--- config.mk ---
export PLATFORM = sky130hd
export DESIGN_NAME = crossbar_cfg_ctrl_flat
export DESIGN_NICKNAME = d
export VERILOG_FILES = /design/src/rtl/crossbar_cfg_ctrl_if.sv /design/src/rtl/crossbar_cfg_ctrl.sv /design/src/flat_wrapper.sv
export SDC_FILE = /design/constraint.sdc
export NUM_CORES = 1
export LEC_CHECK = 0
export ABC_AREA = 1
export ABC_CLOCK_PERIOD_IN_PS = 2920
export BUFFER_PORTS_ARGS = -buffer_cell sky130_fd_sc_hd__buf_4
export CAP_MARGIN = 10
export CORE_AREA = 2 2 157 159
export DETAILED_ROUTE_END_ITERATION = 16
export DIE_AREA = 0 0 159 161
export PLACE_DENSITY = 0.68
export SETUP_SLACK_MARGIN = 0.1
export SYNTH_ARGS = -nofsm -noshare
export SYNTH_HDL_FRONTEND = slang
export SYNTH_SLANG_ARGS = --single-unit
--- constraint.sdc ---
create_clock -name clk -period 2.92 [get_ports clk]
set_clock_uncertainty 0.2 [all_clocks]
set_input_delay 0.876 -clock clk [delete_from_list [all_inputs] [get_ports clk]]
set_output_delay 0.876 -clock clk [all_outputs]
set_load 0.02 [all_outputs]
--- src/rtl/crossbar_cfg_ctrl_if.sv ---
// Bus bundle for the crossbar configuration/control stage.
//   master : configuration source and data source (drives cfg_valid, cfg_dst,
//            cfg_en, dat_valid; observes readiness, error, ctrl, out_valid)
//   slave  : crossbar_cfg_ctrl (drives cfg_ready, cfg_err, dat_ready, ctrl,
//            out_valid)
// cfg_dst packs one W-bit destination per input lane at [i*W +: W];
// ctrl bit i*N+j closes the switch at row i, column j.
interface crossbar_cfg_ctrl_if #(
    parameter int N = 8
);
    localparam int W = (N > 1) ? $clog2(N) : 1;

    logic           cfg_valid;
    logic           cfg_ready;
    logic [N*W-1:0] cfg_dst;
    logic [N-1:0]   cfg_en;
    logic           cfg_err;
    logic           dat_valid;
    logic           dat_ready;
    logic [N*N-1:0] ctrl;
    logic [N-1:0]   out_valid;

    modport master (
        output cfg_valid, cfg_dst, cfg_en, dat_valid,
        input  cfg_ready, cfg_err, dat_ready, ctrl, out_valid
    );

    modport slave (
        input  cfg_valid, cfg_dst, cfg_en, dat_valid,
        output cfg_ready, cfg_err, dat_ready, ctrl, out_valid
    );
endinterface

--- src/rtl/crossbar_cfg_ctrl.sv ---
// Control stage for an N x N registered-switch crossbar.
// Accepts permutation configurations, rejects illegal ones with a one-cycle
// cfg_err pulse, drives the switch-control vector, stalls the data source
// while the array drains before a reconfiguration, and produces per-output
// valid flags aligned to the path latency N + j - i of lane i -> output j.
// Ports:
//   clk : clock, rising edge
//   rst : asynchronous active-low reset
//   bus : crossbar_cfg_ctrl_if slave modport (config, data handshake,
//         ctrl vector, out_valid)
module crossbar_cfg_ctrl #(
    parameter int N = 8
) (
    input logic                clk,
    input logic                rst,
    crossbar_cfg_ctrl_if.slave bus
);
    localparam int W  = (N > 1) ? $clog2(N) : 1;
    localparam int D  = 2 * N - 1;
    localparam int CW = $clog2(D + 1);

    typedef enum logic [1:0] {
        IDLE,
        RUN,
        DRAIN
    } state_t;

    state_t         state, state_next;
    logic [CW-1:0]  cnt, cnt_next;
    logic [N*N-1:0] ctrl_q, ctrl_next;
    logic [N*N-1:0] pend, pend_next;
    logic [N*N-1:0] target;
    logic           illegal;
    logic           lane_hit;
    logic           err_q, err_next;
    logic           cfg_ready, dat_ready;
    logic           cfg_acc, dat_acc;
    logic [D-1:0]   hist;
    logic [N-1:0]   ov_q, ov_next;

    // Decode the requested permutation and check it. A lane whose destination
    // matches no output column is out of range; any two enabled lanes sharing a
    // destination is a conflict.
    always_comb begin
        target   = '0;
        illegal  = 1'b0;
        lane_hit = 1'b0;
        for (int unsigned i = 0; i < N; i++) begin
            if (bus.cfg_en[i]) begin
                lane_hit = 1'b0;
                for (int unsigned j = 0; j < N; j++) begin
                    if (bus.cfg_dst[i*W +: W] == W'(j)) begin
                        target[i*N + j] = 1'b1;
                        lane_hit        = 1'b1;
                    end
                end
                if (!lane_hit) begin
                    illegal = 1'b1;
                end
                for (int unsigned k = i + 1; k < N; k++) begin
                    if (bus.cfg_en[k] && (bus.cfg_dst[k*W +: W] == bus.cfg_dst[i*W +: W])) begin
                        illegal = 1'b1;
                    end
                end
            end
        end
    end

    always_comb begin
        cfg_ready  = (state != DRAIN);
        dat_ready  = (state == RUN);
        cfg_acc    = bus.cfg_valid && cfg_ready;
        dat_acc    = bus.dat_valid && dat_ready;
        state_next = state;
        cnt_next   = cnt;
        ctrl_next  = ctrl_q;
        pend_next  = pend;
        err_next   = 1'b0;
        case (state)
            IDLE: begin
                if (cfg_acc) begin
                    if (illegal) begin
                        err_next = 1'b1;
                    end else begin
                        ctrl_next  = target;
                        state_next = RUN;
                    end
                end
            end
            RUN: begin
                if (cfg_acc) begin
                    if (illegal) begin
                        err_next = 1'b1;
                    end else begin
                        pend_next  = target;
                        cnt_next   = CW'(D);
                        state_next = DRAIN;
                    end
                end
            end
            DRAIN: begin
                cnt_next = cnt - CW'(1);
                if (cnt == CW'(1)) begin
                    ctrl_next  = pend;
                    state_next = RUN;
                end
            end
            default: begin
                state_next = IDLE;
            end
        endcase
    end

    // out_valid[j] fires L = N + j - i cycles after a beat entered on lane i.
    // Since the flag is registered, the tap needed one edge earlier is
    // "accepted L-1 cycles ago": the live accept for L = 1, hist[L-2] otherwise.
    always_comb begin
        ov_next = '0;
        for (int unsigned j = 0; j < N; j++) begin
            for (int unsigned i = 0; i < N; i++) begin
                if (ctrl_q[i*N + j]) begin
                    if (N + j - i == 1) begin
                        ov_next[j] = ov_next[j] | dat_acc;
                    end else begin
                        ov_next[j] = ov_next[j] | hist[(N + j - i >= 2) ? (N + j - i - 2) : 0];
                    end
                end
            end
        end
    end

    always_ff @(posedge clk or negedge rst) begin
        if (!rst) begin
            state  <= IDLE;
            cnt    <= '0;
            ctrl_q <= '0;
            pend   <= '0;
            err_q  <= 1'b0;
            hist   <= '0;
            ov_q   <= '0;
        end else begin
            state  <= state_next;
            cnt    <= cnt_next;
            ctrl_q <= ctrl_next;
            pend   <= pend_next;
            err_q  <= err_next;
            hist   <= (hist << 1) | D'(dat_acc);
            ov_q   <= ov_next;
        end
    end

    assign bus.cfg_ready = cfg_ready;
    assign bus.dat_ready = dat_ready;
    assign bus.cfg_err   = err_q;
    assign bus.ctrl      = ctrl_q;
    assign bus.out_valid = ov_q;
endmodule

--- src/flat_wrapper.sv ---
// flat-port wrapper written by rule: the top's interface ports become plain ports
module crossbar_cfg_ctrl_flat 
#(
    parameter int N = 8
)
  (clk, rst, bus_cfg_valid, bus_cfg_dst, bus_cfg_en, bus_dat_valid, bus_cfg_ready, bus_cfg_err, bus_dat_ready, bus_ctrl, bus_out_valid);
  crossbar_cfg_ctrl_if #(.N(N)) bus_i ();
  input logic clk;
  input logic rst;
  input wire logic [$bits(bus_i.cfg_valid)-1:0] bus_cfg_valid;
  input wire logic [$bits(bus_i.cfg_dst)-1:0] bus_cfg_dst;
  input wire logic [$bits(bus_i.cfg_en)-1:0] bus_cfg_en;
  input wire logic [$bits(bus_i.dat_valid)-1:0] bus_dat_valid;
  output wire logic [$bits(bus_i.cfg_ready)-1:0] bus_cfg_ready;
  output wire logic [$bits(bus_i.cfg_err)-1:0] bus_cfg_err;
  output wire logic [$bits(bus_i.dat_ready)-1:0] bus_dat_ready;
  output wire logic [$bits(bus_i.ctrl)-1:0] bus_ctrl;
  output wire logic [$bits(bus_i.out_valid)-1:0] bus_out_valid;
  assign bus_i.cfg_valid = bus_cfg_valid;
  assign bus_i.cfg_dst = bus_cfg_dst;
  assign bus_i.cfg_en = bus_cfg_en;
  assign bus_i.dat_valid = bus_dat_valid;
  assign bus_cfg_ready = bus_i.cfg_ready;
  assign bus_cfg_err = bus_i.cfg_err;
  assign bus_dat_ready = bus_i.dat_ready;
  assign bus_ctrl = bus_i.ctrl;
  assign bus_out_valid = bus_i.out_valid;
  crossbar_cfg_ctrl #(.N(N)) u_core (.clk(clk), .rst(rst), .bus(bus_i));
endmodule
==> Yosys cells after proc, flatten, opt, wreduce, memory -nomap -nowiden <==
Cells that the tools add are included.
{ "op_classes": {"n_bitwise": 58, "n_eq_ne": 93, "addsub": 1, "reduce_logical": 46, "muxes": 260} }
{ "ops": {"columns": ["operator", "n"], "rows": [
  ["$mux 1", 239],
  ["$mux 64", 3],
  ["$pmux 64 s2", 1],
  ["$eq 3x3->1 const B", 32],
  ["$eq 3x3->1", 28],
  ["$mux 8", 8],
  ["$or 1x1->1", 56],
  ["$eq 3x2->1 const B", 16],
  ["$logic_and 1x1->1", 30],
  ["$eq 3x1->1 const B", 8],
  ["$logic_not 3->1", 8],
  ["$or 14x1->14", 1],
  ["$mux 2", 5],
  ["$mux 4", 2],
  ["$pmux 4 s2", 1],
  ["$ne 2x1->1 const B", 3],
  ["$ne 2x2->1 const B", 3],
  ["$pmux 2 s3", 1],
  ["$reduce_and 3->1", 2],
  ["$reduce_and 5->1", 1],
  ["$eq 4x1->1 const B", 1],
  ["$reduce_and 4->1", 1],
  ["$reduce_bool 2->1", 2],
  ["$sub 4x1->4 const B", 1],
  ["other kinds (5)", 5]
]} }
{ "totals": {"ff_bits": 157, "word_cells": 465, "out_inout_bits": 75} }

==> Logic depth before layout (Yosys ltp) <==
{ "depth": {"depth_word": 57, "depth_mapped": 19, "mapped_depth_nobuf": 16} }

==> Worst setup path after synthesis <==
No wires, ideal clock.
{ "synth_timing": {"kind": "input-to-reg", "start": "input port bus_cfg_dst[0]", "end": "register u_core.pend[10]", "arrival_time_ns": 2.315, "setup_slack_ns": 0.274, "n_path_buf": 4, "cell_stages": 18, "cell_sequence": "buf_6 -> inv_2 -> buf_6 -> nand2_1 -> nand2_1 -> nor2_1 -> nand2_1 -> nand2_1 -> nor2_1 -> nand2_1 -> nand2_1 -> nand3_1 -> nor2_2 -> nand3_2 -> buf_6 -> buf_2 -> nand2_1 -> o21ai_1"} }
{ "synth_between": {"elab_chain_cells": 56} }
{ "synth_rtl": {"columns": ["element", "line_no", "rtl"], "rows": [
  ["from (decl)", "flat_wrapper.sv:11", "input wire logic [$bits(bus_i.cfg_dst)-1:0] bus_cfg_dst;"],
  ["$logic_not 3->1", "crossbar_cfg_ctrl.sv:52", "if (bus.cfg_dst[i*W +: W] == W'(j)) begin"],
  ["$mux 1 (8 in a row)", "crossbar_cfg_ctrl.sv:52", null],
  ["$mux 1", "crossbar_cfg_ctrl.sv:49", "if (bus.cfg_en[i]) begin"],
  ["$mux 1", "crossbar_cfg_ctrl.sv:57", "if (!lane_hit) begin"],
  ["$mux 1 (6 in a row)", "crossbar_cfg_ctrl.sv:61", "if (bus.cfg_en[k] && (bus.cfg_dst[k*W +: W] == bus.cfg_dst[i*W +: W])) begin"],
  ["$mux 1 *", "crossbar_cfg_ctrl.sv:61", null],
  ["$mux 1 *", "crossbar_cfg_ctrl.sv:49", null],
  ["$mux 1", "crossbar_cfg_ctrl.sv:57", null],
  ["[28 not listed]", null, null],
  ["$mux 1 *", "crossbar_cfg_ctrl.sv:49", null],
  ["$mux 1", "crossbar_cfg_ctrl.sv:57", null],
  ["$mux 1", "crossbar_cfg_ctrl.sv:61", null],
  ["$mux 1 *", "crossbar_cfg_ctrl.sv:49", null],
  ["$mux 1", "crossbar_cfg_ctrl.sv:57", null],
  ["$mux 1 *", "crossbar_cfg_ctrl.sv:49", null],
  ["$not 1->1 (no source line) *", null, null],
  ["$reduce_and 3->1 (no source line) *", null, null],
  ["to (signal assigned)", "crossbar_cfg_ctrl.sv:145", "pend <= pend_next;"],
  ["to (decl)", "crossbar_cfg_ctrl.sv:31", "logic [N*N-1:0] pend, pend_next;"]
]} }
Mark *: on every way between the ends. The rest lies on a longest branch, timed or not. The select of a mux whose other input is x is not followed.
A chain may end at the register's enable or synchronous reset.

==> Worst setup path after layout <==
{ "layout_timing": {"start": "input port bus_cfg_dst[11]", "end": "register u_core.cnt[3]"} }
{ "layout_between": {"elab_chain_cells": 45} }
{ "layout_rtl": {"columns": ["element", "line_no", "rtl"], "rows": [
  ["$eq 3x3->1", "crossbar_cfg_ctrl.sv:61", null],
  ["$logic_and 1x1->1", "crossbar_cfg_ctrl.sv:61", null],
  ["$mux 1 (5 in a row)", "crossbar_cfg_ctrl.sv:61", null],
  ["$mux 1", "crossbar_cfg_ctrl.sv:49", null],
  ["$mux 1", "crossbar_cfg_ctrl.sv:57", null],
  ["$mux 1 (6 in a row)", "crossbar_cfg_ctrl.sv:61", null],
  ["$mux 1", "crossbar_cfg_ctrl.sv:49", null],
  ["$mux 1", "crossbar_cfg_ctrl.sv:57", null],
  ["[20 not listed]", null, null],
  ["$mux 1 *", "crossbar_cfg_ctrl.sv:49", null],
  ["$mux 1", "crossbar_cfg_ctrl.sv:57", null],
  ["$mux 1", "crossbar_cfg_ctrl.sv:61", null],
  ["$mux 1 *", "crossbar_cfg_ctrl.sv:49", null],
  ["$mux 1", "crossbar_cfg_ctrl.sv:57", null],
  ["$mux 1 *", "crossbar_cfg_ctrl.sv:49", null],
  ["$ne 2x2->1 (no source line) *", null, null],
  ["$reduce_and 3->1 (no source line) *", null, null],
  ["to (signal assigned)", "crossbar_cfg_ctrl.sv:143", "cnt <= cnt_next;"],
  ["to (decl)", "crossbar_cfg_ctrl.sv:29", "logic [CW-1:0] cnt, cnt_next;"]
]} }
Marks and branches as above.

==> flow_metrics.py <==
metrics = {
    "status": {
        "run_status": "finished, final reports clean",
    },
    "worst_setup_path": {
        "timing.critical_path.fanout_max": 6,
        "startpoint_of_the_most_critical_setup_path": "bus_cfg_dst[11]",
        "worstPathRequired_ns": 3.03,
        "reg2regPathDepth": 6,
        "r2r-start": "u_core.state[0]",
        "worst-endpoint-arrival_ns": 2.74,
        "r2r-end": "u_core.bus.ctrl[28]",
        "ff_to_ff_setup_slack_ns": 0.71,
        "worstSetupEndpoint": "u_core.cnt[3]",
        "start_kind": "input pin",
        "critical_path.endpoint_type": "flop",
        "crit_type": "in2reg",
    },
    "timing": {
        "final.setup.tns_ns": 0,
        "timing.fmax_ghz": 0.380,
        "setup-violations-final": 0,
        "layout_worst_path_cycle_share_pct": 90.0,
        "unrepaired_setup_endpoints_after_global_routing": "true",
        "period_minus_slack_ns": 2.63,
        "finalHoldViolations": 0,
        "hold-worst-slack_ns": 0.218,
        "report.final.slew_viol_count": 0,
        "max_slew_margin_pct": 58.3,
        "timing_worst_slew_pin_value_ns": 0.625,
    },
    "floorplanning": {
        "io_pins": 111,
        "die_w_um": 159,
        "core.rowCount": 57,
        "start_util_pct": 39.3,
        "die_height_um": 161,
        "core_area_um2": 24000,
        "floorplan.die_area_um2": 25600,
    },
    "final_layout": {
        "diodes": 0,
        "layout.filler_cells": 2448,
        "most_common_library_cell_in_the_layout_ignoring_fill_and_taps": "sky130_fd_sc_hd__nand2_1",
        "area_delta_synth_final_pct": 22.5,
        "count_of_nets_after_finishing": 1497,
        "drive_gt1_share_pct": 20.8,
        "layout.cells.most_common_list": "478 x sky130_fd_sc_hd__nand2_1, 184 x sky130_fd_sc_hd__buf_4, 161 x sky130_fd_sc_hd__nor2_1, 157 x sky130_fd_sc_hd__dfrtp_1, 121 x sky130_fd_sc_hd__inv_1",
    },
    "synth": {
        "ys_top_cells_by_area": "sky130_fd_sc_hd__dfrtp_1 42%, sky130_fd_sc_hd__nand2_1 19%, sky130_fd_sc_hd__nor2_1 6.4%",
        "syn-cell-area_um2": 9410,
        "ys_async_sr_fraction_pct": 100,
        "synth_warnings": 0,
        "gate_count_post_synth": 1319,
        "synth.lib_cells_used.distinct": 32,
        "synth_sequential_area_ratio_pct": 41.8,
        "post_synth.cell_area_avg_um2": 7.13,
        "synth_fp_nets": 1360,
        "post-synth-top-area-cell": "sky130_fd_sc_hd__dfrtp_1",
        "synth_top_area_share_pct": 41.8,
        "synthesis_stage_register_bit_count": 157,
        "synth-edff-count": 0,
        "synth-main-ff-cell": "sky130_fd_sc_hd__dfrtp_1",
    },
    "routing": {
        "drt-initial-drc-count": 912,
        "drt_drc_violations_left": 0,
        "route.detailed.wl_per_inst_um": 15.8,
        "route.vias.total": 9066,
        "detailedRoute.firstPassIterationCount": 5,
        "drt-vias-per-instance": 5.06,
        "detail_route.wirelength_um": 28400,
        "detail-route-antenna-nets": 0,
    },
    "power": {
        "leakagePower_nw": 5.89,
        "max-vdd-ir-drop_uv": 384,
        "power.density_nw_per_um2": 796,
        "p_total_mw": 9.18,
    },
    "global_routing": {
        "grt_pass1_wl_um": 46000,
        "grt_antenna_before_repair": 0,
        "number_of_global_route_vias_before_repair": 8413,
        "global_route_usage_over_all_layers_pct": 22.3,
        "grt-ovfl-total": 0,
        "grt_max_degree": 103,
    },
    "clock_network": {
        "clock_sink_count": 157,
        "cts_tree": "yes",
        "cts.root.buffer_cell": "sky130_fd_sc_hd__clkbuf_16",
        "cts-root-to-sink-buffers": 2,
        "path_clk_slew_ns": 0.07,
        "post_cts_buffers": 0,
        "worst_skew_pair.late_latency_ns": 0.42,
        "tritoncts.num_buffers": 17,
        "cts-htree-levels": 4,
    },
    "placement": {
        "dp_hpwl_um": 21300,
        "routabilityCongestion": 0.962,
        "portBuffers": 110,
    },
    "flow_run": {
        "max-cap-violations": 0,
    },
    "hold_path": {
        "holdCritPathClass": "reg2reg",
    },
}
[layout make-up]
cell class / count / area, µm² / share of cell area [%]
Timing Repair Buffer: 199 / 1680 / 14.6
Multi-Input combinational cell: 947 / 4450 / 38.6
Sequential cell: 157 / 3930 / 34.1
Clock inverter: 13 / 111 / 0.966
Inverter: 134 / 507 / 4.40
Clock buffer: 19 / 443 / 3.84
Tap cell: 324 / 405 / 3.52
[critical path: stages]
cell,delay [ns]
sky130_fd_sc_hd__buf_4,0.14
sky130_fd_sc_hd__inv_1,0.19
sky130_fd_sc_hd__nand2_1,0.08
sky130_fd_sc_hd__nand2_1,0.06
sky130_fd_sc_hd__nor2_1,0.05
sky130_fd_sc_hd__nand2_1,0.05
sky130_fd_sc_hd__nand2_1,0.04
sky130_fd_sc_hd__nor2_1,0.09
sky130_fd_sc_hd__nand2_1,0.07
sky130_fd_sc_hd__nand2_1,0.12
sky130_fd_sc_hd__nand2_1,0.08
sky130_fd_sc_hd__nor2_1,0.12
sky130_fd_sc_hd__nand3_2,0.14
sky130_fd_sc_hd__buf_4,0.16
sky130_fd_sc_hd__nand2_1,0.15
sky130_fd_sc_hd__nand2_1,0.16
sky130_fd_sc_hd__nand2_1,0.10
sky130_fd_sc_hd__o21ai_0,0.08
[cell usage after synthesis, types with 4 or more instances]
library cell	number
sky130_fd_sc_hd__a21oi_1	14
sky130_fd_sc_hd__a21oi_2	14
sky130_fd_sc_hd__a221oi_1	13
sky130_fd_sc_hd__a22o_1	7
sky130_fd_sc_hd__buf_2	18
sky130_fd_sc_hd__buf_4	8
sky130_fd_sc_hd__buf_6	25
sky130_fd_sc_hd__clkbuf_1	27
sky130_fd_sc_hd__dfrtp_1	157
sky130_fd_sc_hd__ha_1	5
sky130_fd_sc_hd__inv_1	122
sky130_fd_sc_hd__inv_2	12
sky130_fd_sc_hd__nand2_1	479
sky130_fd_sc_hd__nand3_1	19
sky130_fd_sc_hd__nand4_1	71
sky130_fd_sc_hd__nor2_1	161
sky130_fd_sc_hd__nor2_2	6
sky130_fd_sc_hd__nor3_1	5
sky130_fd_sc_hd__o211ai_1	4
sky130_fd_sc_hd__o21ai_0	71
sky130_fd_sc_hd__o21ai_1	20
sky130_fd_sc_hd__o21ai_2	35
sky130_fd_sc_hd__xnor2_1	12
[cell families (layout without fill, tap and decap cells)]
logic type	count (synthesis)	count (layout)	share of synthesized area (%)
adders and majority gates	5	5	0.665
and+or+nand+nor	745	745	32.4
DFF	157	157	41.8
buffers and inverters	215	365	11.1
AOI/OAI and AO/OA	182	182	12.7
xor gates and xnor gates	15	15	1.40
[sequential cells by signal, summed over array words and instances (netlist names)]
name                  cells
u_core.bus.ctrl          64
u_core.pend              64
u_core.hist              14
u_core.bus.out_valid      8
u_core.cnt                4
u_core.state              2
u_core.bus.cfg_err        1
[power by group]
group          total, mW  switching, mW  leakage [nW]  internal [mW]
Combinational       3.62           2.26          3.52           1.36
Clock               2.07          0.936         0.264           1.13
Sequential          3.49          0.619          2.10           2.87
[worst min-delay path by stage]
stage	slack, ns	end	startpoint	cells past startpoint
after global placement	0.18	u_core.hist[1]	u_core.hist[0]	0
after detailed placement	0.20	u_core.hist[13]	u_core.hist[12]	0
after CTS	0.22	u_core.hist[13]	u_core.hist[12]	0
after global routing	0.23	u_core.hist[13]	u_core.hist[12]	0
after floorplan	0.15	u_core.hist[7]	u_core.hist[6]	0
final	0.22	u_core.hist[1]	u_core.hist[0]	0
[per-stage QoR]
step                instances  area (µm²)  utilization (%)  setup slack [ns]
finish                   1793       11500             48.1             0.291
global route             1793       11500             48.1            0.0966
CTS                      1792       11500             47.9             0.243
detailed placement       1760       10900             45.6            -0.188
global placement         1760       10900             45.6            -0.183
floorplan                1319        9410                -             0.274
[what timing repair did]
item / 4_1_cts / 5_1_grt
hold buffers: 0 / 0
endpoints found under the setup margin: 0 / 30
gates resized for setup: 0 / 3
[per-layer routing]
metal / track usage [%] / share of wire (%) / up-vias
met1: 33.3 / 48 / 4210
li1: - / - / 4472
met5: 0 / 0 / -
met2: 33.5 / 43 / 351
met3: 3.54 / 6.9 / 33
met4: 6.03 / 1.7 / 0
Note: power is estimated with default switching activity, not from simulation.
